`config.mk`:
```
export PLATFORM = sky130hd
export DESIGN_NAME = fuzzifier_dt
export DESIGN_NICKNAME = d
export VERILOG_FILES = /design/src/rtl/fuzzifier_dt.sv
export SDC_FILE = /design/constraint.sdc
export NUM_CORES = 2
export LEC_CHECK = 0
export CORE_UTILIZATION = 45
export DETAILED_ROUTE_END_ITERATION = 7
export SLEW_MARGIN = 30
export SYNTH_ARGS = -nofsm -noshare
export SYNTH_HDL_FRONTEND = slang
export SYNTH_SLANG_ARGS = --single-unit
```
`constraint.sdc`:
```
create_clock -name clk -period 1.7 [get_ports clk]
set_input_delay 0.425 -clock clk [delete_from_list [all_inputs] [get_ports clk]]
set_output_delay 0.425 -clock clk [all_outputs]
set_load 0.03 [all_outputs]
```
`src/rtl/fuzzifier_dt.sv`:
```
// Three parallel trapezoid membership evaluators (NEG, ZERO, POS) for a signed
// dT sample, producing registered Q1.15 memberships with one cycle of latency.
module fuzzifier_dt (
    input  logic              clk,
    input  logic              rst,
    input  logic signed [7:0] x,
    input  logic signed [7:0] a_neg,
    input  logic signed [7:0] b_neg,
    input  logic signed [7:0] c_neg,
    input  logic signed [7:0] d_neg,
    input  logic signed [7:0] a_zero,
    input  logic signed [7:0] b_zero,
    input  logic signed [7:0] c_zero,
    input  logic signed [7:0] d_zero,
    input  logic signed [7:0] a_pos,
    input  logic signed [7:0] b_pos,
    input  logic signed [7:0] c_pos,
    input  logic signed [7:0] d_pos,
    output logic [15:0]       mu_neg,
    output logic [15:0]       mu_zero,
    output logic [15:0]       mu_pos
);

    localparam logic [15:0] MU_ONE = 16'h7FFF;

    // Slope value: (diff << 15) / span, both differences taken as 9-bit
    // patterns and read as unsigned; a zero span divides by one instead.
    function automatic logic [15:0] slope(input logic [8:0] diff,
                                          input logic [8:0] span);
        logic [23:0] num;
        logic [23:0] den;
        logic [23:0] quo;
        num = {diff, 15'd0};
        den = (span == 9'd0) ? 24'd1 : {15'd0, span};
        quo = num / den;
        slope = (quo[15:0] > MU_ONE) ? MU_ONE : quo[15:0];
    endfunction

    function automatic logic [15:0] trapezoid(input logic signed [7:0] xv,
                                              input logic signed [7:0] a,
                                              input logic signed [7:0] b,
                                              input logic signed [7:0] c,
                                              input logic signed [7:0] d);
        logic [8:0] xs, as, bs, cs, ds;
        xs = {xv[7], xv};
        as = {a[7], a};
        bs = {b[7], b};
        cs = {c[7], c};
        ds = {d[7], d};
        // Priority order matters for unordered or degenerate breakpoints.
        if (xv <= a || xv >= d)
            trapezoid = 16'd0;
        else if (xv >= b && xv <= c)
            trapezoid = MU_ONE;
        else if (xv > a && xv < b)
            trapezoid = slope(xs - as, bs - as);
        else
            trapezoid = slope(ds - xs, ds - cs);
    endfunction

    logic [15:0] mu_neg_d,  mu_neg_q;
    logic [15:0] mu_zero_d, mu_zero_q;
    logic [15:0] mu_pos_d,  mu_pos_q;

    always_comb begin
        mu_neg_d  = trapezoid(x, a_neg,  b_neg,  c_neg,  d_neg);
        mu_zero_d = trapezoid(x, a_zero, b_zero, c_zero, d_zero);
        mu_pos_d  = trapezoid(x, a_pos,  b_pos,  c_pos,  d_pos);
    end

    // NOTE: non-blocking assignments so all three registers update together.
    always_ff @(posedge clk or posedge rst) begin
        if (rst) begin
            mu_neg_q  <= 16'd0;
            mu_zero_q <= 16'd0;
            mu_pos_q  <= 16'd0;
        end else begin
            mu_neg_q  <= mu_neg_d;
            mu_zero_q <= mu_zero_d;
            mu_pos_q  <= mu_pos_d;
        end
    end

    assign mu_neg  = mu_neg_q;
    assign mu_zero = mu_zero_q;
    assign mu_pos  = mu_pos_q;

endmodule

```
## Word-level counts from Yosys, hierarchy flattened

Index checks and enable logic that the tools add are counted.

- $add $sub $neg: 12
- Div/mod/pow operators: 6
- $lt $le $gt $ge: 24
- Multiplexer cells: 21
- Reduce and logical (&&, ||, !) cells: 15

Operators by type and width:

| operator | number |
|---|---|
| 16-bit two-way mux | 15 |
| 24-bit by 24-bit divider with 24-bit output | 6 |
| 8-bit by 8-bit subtractor with 9-bit output | 12 |
| 16-bit by 15-bit > comparator with 1-bit output, second input constant | 6 |
| 9-bit logical NOT | 6 |
| 9-bit two-way mux | 6 |
| 8-bit >= comparator | 6 |
| 8-bit less-or-equal comparator | 6 |
| 8-bit > comparator | 3 |
| 8-bit < comparator | 3 |
| 1-bit logical AND | 6 |
| 1-bit logical OR | 3 |

- Register bits after elaboration: 48
- Input port bits: 106
- Output and inout bits: 48
- Logic and storage cells: 81

## Longest topological paths before layout

- Depth after elaboration: 9
- Mapped depth: 319

## Least setup slack after synthesis

OpenSTA, ideal clock, no wires.

- Kind: input to register
- From: in d_pos[0]
- To: reg mu_pos_q[0] (netlist: mu_pos[0])
- Setup time: 0.143 ns
- Data arrival time: 57.146 ns
- Required time: 1.557 ns
- Setup slack: -55.589 ns
- Stages: 311
- Buffers on the path: 28
- Cells stage by stage: inv_1 > ha_1 > fa_1 > xor2_1 > nor2b_1 > mux2i_1 > nor4_1 > nand2_2 > nand2_1 > inv_2 > buf_4 > buf_6 > clkbuf_1 > buf_6 > clkbuf_1 > ha_1 > o21ai_0 > nor2b_1 > [... 275 more ...] > or2_0 > nor4b_2 > o31ai_2 > buf_4 > nor2_1 > a21oi_1 > ha_1 > a21o_1 > a21o_1 > a21oi_1 > o21ai_0 > nand2_1 > nor3b_1 > nand4_1 > nor3b_1 > nand3_1 > a2111oi_0 > a211oi_1

- Word-level cells in the longest chain between the ends: 9
- Elaborated cells between the ends (all ways): 12
- Classes of those cells: add/sub (2); div (1); order compare (2); mux (5); reduce/logical (2)

Ends and longest elaborated chain:

| what | line | text |
|---|---|---|
| from (decl) | 18 | `input logic signed [7:0] d_pos,` |
| 8-bit by 8-bit subtractor with 9-bit output | 58 | `trapezoid = slope(ds - xs, ds - cs);` |
| 9-bit logical NOT | 34 | `den = (span == 9'd0) ? 24'd1 : {15'd0, span};` |
| 9-bit two-way mux | 34 |  |
| 24-bit by 24-bit divider with 24-bit output | 35 | `quo = num / den;` |
| 16-bit by 15-bit > comparator with 1-bit output | 36 | `slope = (quo[15:0] > MU_ONE) ? MU_ONE : quo[15:0];` |
| 16-bit two-way mux | 36 |  |
| 16-bit two-way mux | 55 | `else if (xv > a && xv < b)` |
| 16-bit two-way mux | 53 | `else if (xv >= b && xv <= c)` |
| 16-bit two-way mux * | 51 | `if (xv <= a \|\| xv >= d)` |
| via mu_pos_d[0] | 63 | `logic [15:0] mu_pos_d, mu_pos_q;` |
| to (signal assigned) | 80 | `mu_pos_q <= mu_pos_d;` |
| to (decl) | 63 |  |

Mark *: on every way through the listed nets, which the timed path passes. The rest lies on a longest branch.

## Worst setup path in the final report

- From: in x[5]
- To: reg mu_neg_q[0] (netlist: mu_neg[0])

- Word-level cells in the longest chain between the ends: 7
- Elaborated cells between the ends (all ways): 20
- Classes of those cells: add/sub (2); div (2); order compare (8); mux (5); reduce/logical (3)

Ends and longest elaborated chain:

| what | line | text |
|---|---|---|
| from (decl) | 6 | `input logic signed [7:0] x,` |
| 8-bit by 8-bit subtractor with 9-bit output, on equally long branches | 58, 56 |  |
| 24-bit by 24-bit divider with 24-bit output | 35 |  |
| 16-bit by 15-bit > comparator with 1-bit output | 36 |  |
| 16-bit two-way mux | 36 |  |
| 16-bit two-way mux | 55 |  |
| 16-bit two-way mux | 53 |  |
| 16-bit two-way mux * | 51 |  |
| via mu_neg_d[0] | 61 | `logic [15:0] mu_neg_d, mu_neg_q;` |
| to (signal assigned) | 78 | `mu_neg_q <= mu_neg_d;` |
| to (decl) | 61 |  |

Marks and branches as above.

==> out/metrics.cfg <==
[synth]
netlist_area_um2=85500
ys.warnings.count=0
synthCells=12300
ys_seq_area_frac=0.0141
synth-seq-cells=48
synth_ff_type=dfrtp_1
synth_area_per_cell_um2=6.93
ys_async_sr_fraction=1.00
synth-edff-count=0
synth_cell_type_count=148

[clock_tree]
numCtsBuffers=5
root_buffer=clkbuf_16
clk_pin_slew_worst_paths_ns=0.09
h-tree-depth=2
tritoncts=done
clock_path_buffers=2
cts.sinks=48

[routing]
drc=1
drtPass1Iterations=8
postRouteAntennaNets=0
vias=127000
via_per_inst=5.91
drt_iter0_markers=8737
wirelength_um=410000
wl_per_cell_um=19.1

[sta]
finalMaxSlewViolations=0
worst_slew_pin_slew_ns=1.02
finalCritPeriodShare=28.8
worst_slack_ns=-47.30
setup_viol=45
max-slew-margin-rel=0.317
rsz0062_at_grt=yes
min_period_ns=49.00
hold_viol_final=0
fmax_mhz=20.4

[status]
violations=design-rule violations, negative setup slack
status=finished, violations left

[placed_design]
io_buffers=153
pre_cts_slack_ns=-48.26
gp_congestion=1.01
post-dp-hpwl_um=316000

[cells_and_area]
syn2layout_area_growth_pct=74.7
final_common_cell=buf_4
num-nets-final=20200
drive_above_1_share=0.461
layout_common_cells=6,600 x buf_4, 1,019 x nor2_1, 947 x ha_1

[floorplan]
ioPinCount=154
std_cell_rows=159
die-area_um2=192000
die_h_um=438
core_um2=188000
die_x_um=438
initial_core_util=0.454

[global_route]
grt_max_degree=58
grt_overflow_total=0
antenna_found_initial=20
grt_pass1_vias=126000
grt.total_usage=0.390
grt_pass1_wl_um=627000

[critical_path]
cp_top_family=compound AO/OA/AOI/OAI gates
crit_path_frequent_cell=a21o_1
cp_num_buf_inv=20
crit_fanout=9
max_stage_delay_ns=0.51
endpoint_kind=flop
crit_slowest_cell=clkdlybuf4s50_1
path_class=input pin to flop
required_ns=1.93
cp-start-kind=input pin
crit_arrival_ns=49.22

[min_path]
hold_class=input pin to asynchronous set/reset pin

[flow_run]
drv_cap=0

## layout make-up
type	count	area (µm²)
inverter	412	1620
timing repair buffer	6911	53100
fill	13400	38900
sequential	48	1200
antenna	12	30.0
multi-input combinational	11600	90000
clock inverter	2	13.8
tap	2495	3120
clock buffer	6	139
## final timing paths
path	from	to	slack, ns	cells past startpoint
worst min-delay path	rst	mu_zero[7]$_DFF_PP0_	0.42	3
min in group clk	d_zero[1]	mu_zero[2]$_DFF_PP0_	1.18	9
max in group asynchronous	rst	mu_pos[3]$_DFF_PP0_	0.93	3
worst max-delay path	x[5]	mu_neg[0]$_DFF_PP0_	-47.30	280
## per-layer routing
layer,GRT usage,part of all wire,vias to the layer above
met3,0.0444,0.061,1537
met5,0,0.00030,-
met2,0.676,0.47,4661
li1,-,-,60500
met4,0.248,0.075,18
met1,0.455,0.40,60100
## logic make-up after synthesis
logic type,share of synthesized area
buffers and inverters,0.0350
adder cells (fa/ha/maj),0.169
other,0.0000439
AO/OA/AOI/OAI,0.353
AND/OR/NAND/NOR,0.282
flip-flops,0.0141
XOR/XNOR,0.0872
multiplexers,0.0604
## state kept, by name (all words and copies together) (netlist names)
register and flops:
mu_zero 16, mu_neg 16, mu_pos 16
## metrics by stage
step | setup TNS, ns | std cells | util | cell area [µm²] | hold WS [ns]
2_1_floorplan | -1416.55 | 12300 | - | 90300 | 0.744
3_3_place_gp | -1397.78 | 20500 | 0.725 | 136000 | 0.827
3_5_place_dp | -1434.61 | 20500 | 0.725 | 136000 | 0.829
4_1_cts | -1359.93 | 21100 | 0.762 | 143000 | 0.426
5_1_grt | -1452.09 | 21400 | 0.793 | 149000 | 0.473
6_report | -1383.06 | 21400 | 0.793 | 149000 | 0.422
## synth_stat cells, types with 127 or more instances
cell	instances	area, µm²
mux2i_1	204	2040
a31oi_1	181	1130
a21oi_1	1000	5000
or3_1	202	1260
inv_1	403	1510
o21a_1	270	2030
nand3_1	354	1770
and2_1	177	1110
ha_1	1125	14100
nor2b_1	232	1450
nand4_1	198	1240
and3_1	127	795
nand2_1	931	3490
mux2_2	261	2940
nand2b_1	316	1980
nor3_1	375	1880
o31ai_1	151	1130
clkbuf_1	196	736
o21ai_0	811	4060
nor2_1	1135	4260
a21o_1	559	4200
xor2_1	333	2920
xnor2_1	513	4490
o211ai_1	177	1330
## timing repair
item | in CTS | in global routing
gates resized for setup | 625 | 747
setup buffers | 594 | 345
pin swaps | 565 | 809
hold endpoints to repair | 0 | 0
hold buffers | 0 | 0
endpoints found under the setup margin | 89 | 45
cloned | 5 | 2
Power is not shown: default switching activity piles up to over one toggle a cycle in this logic, so the estimate is an artifact.
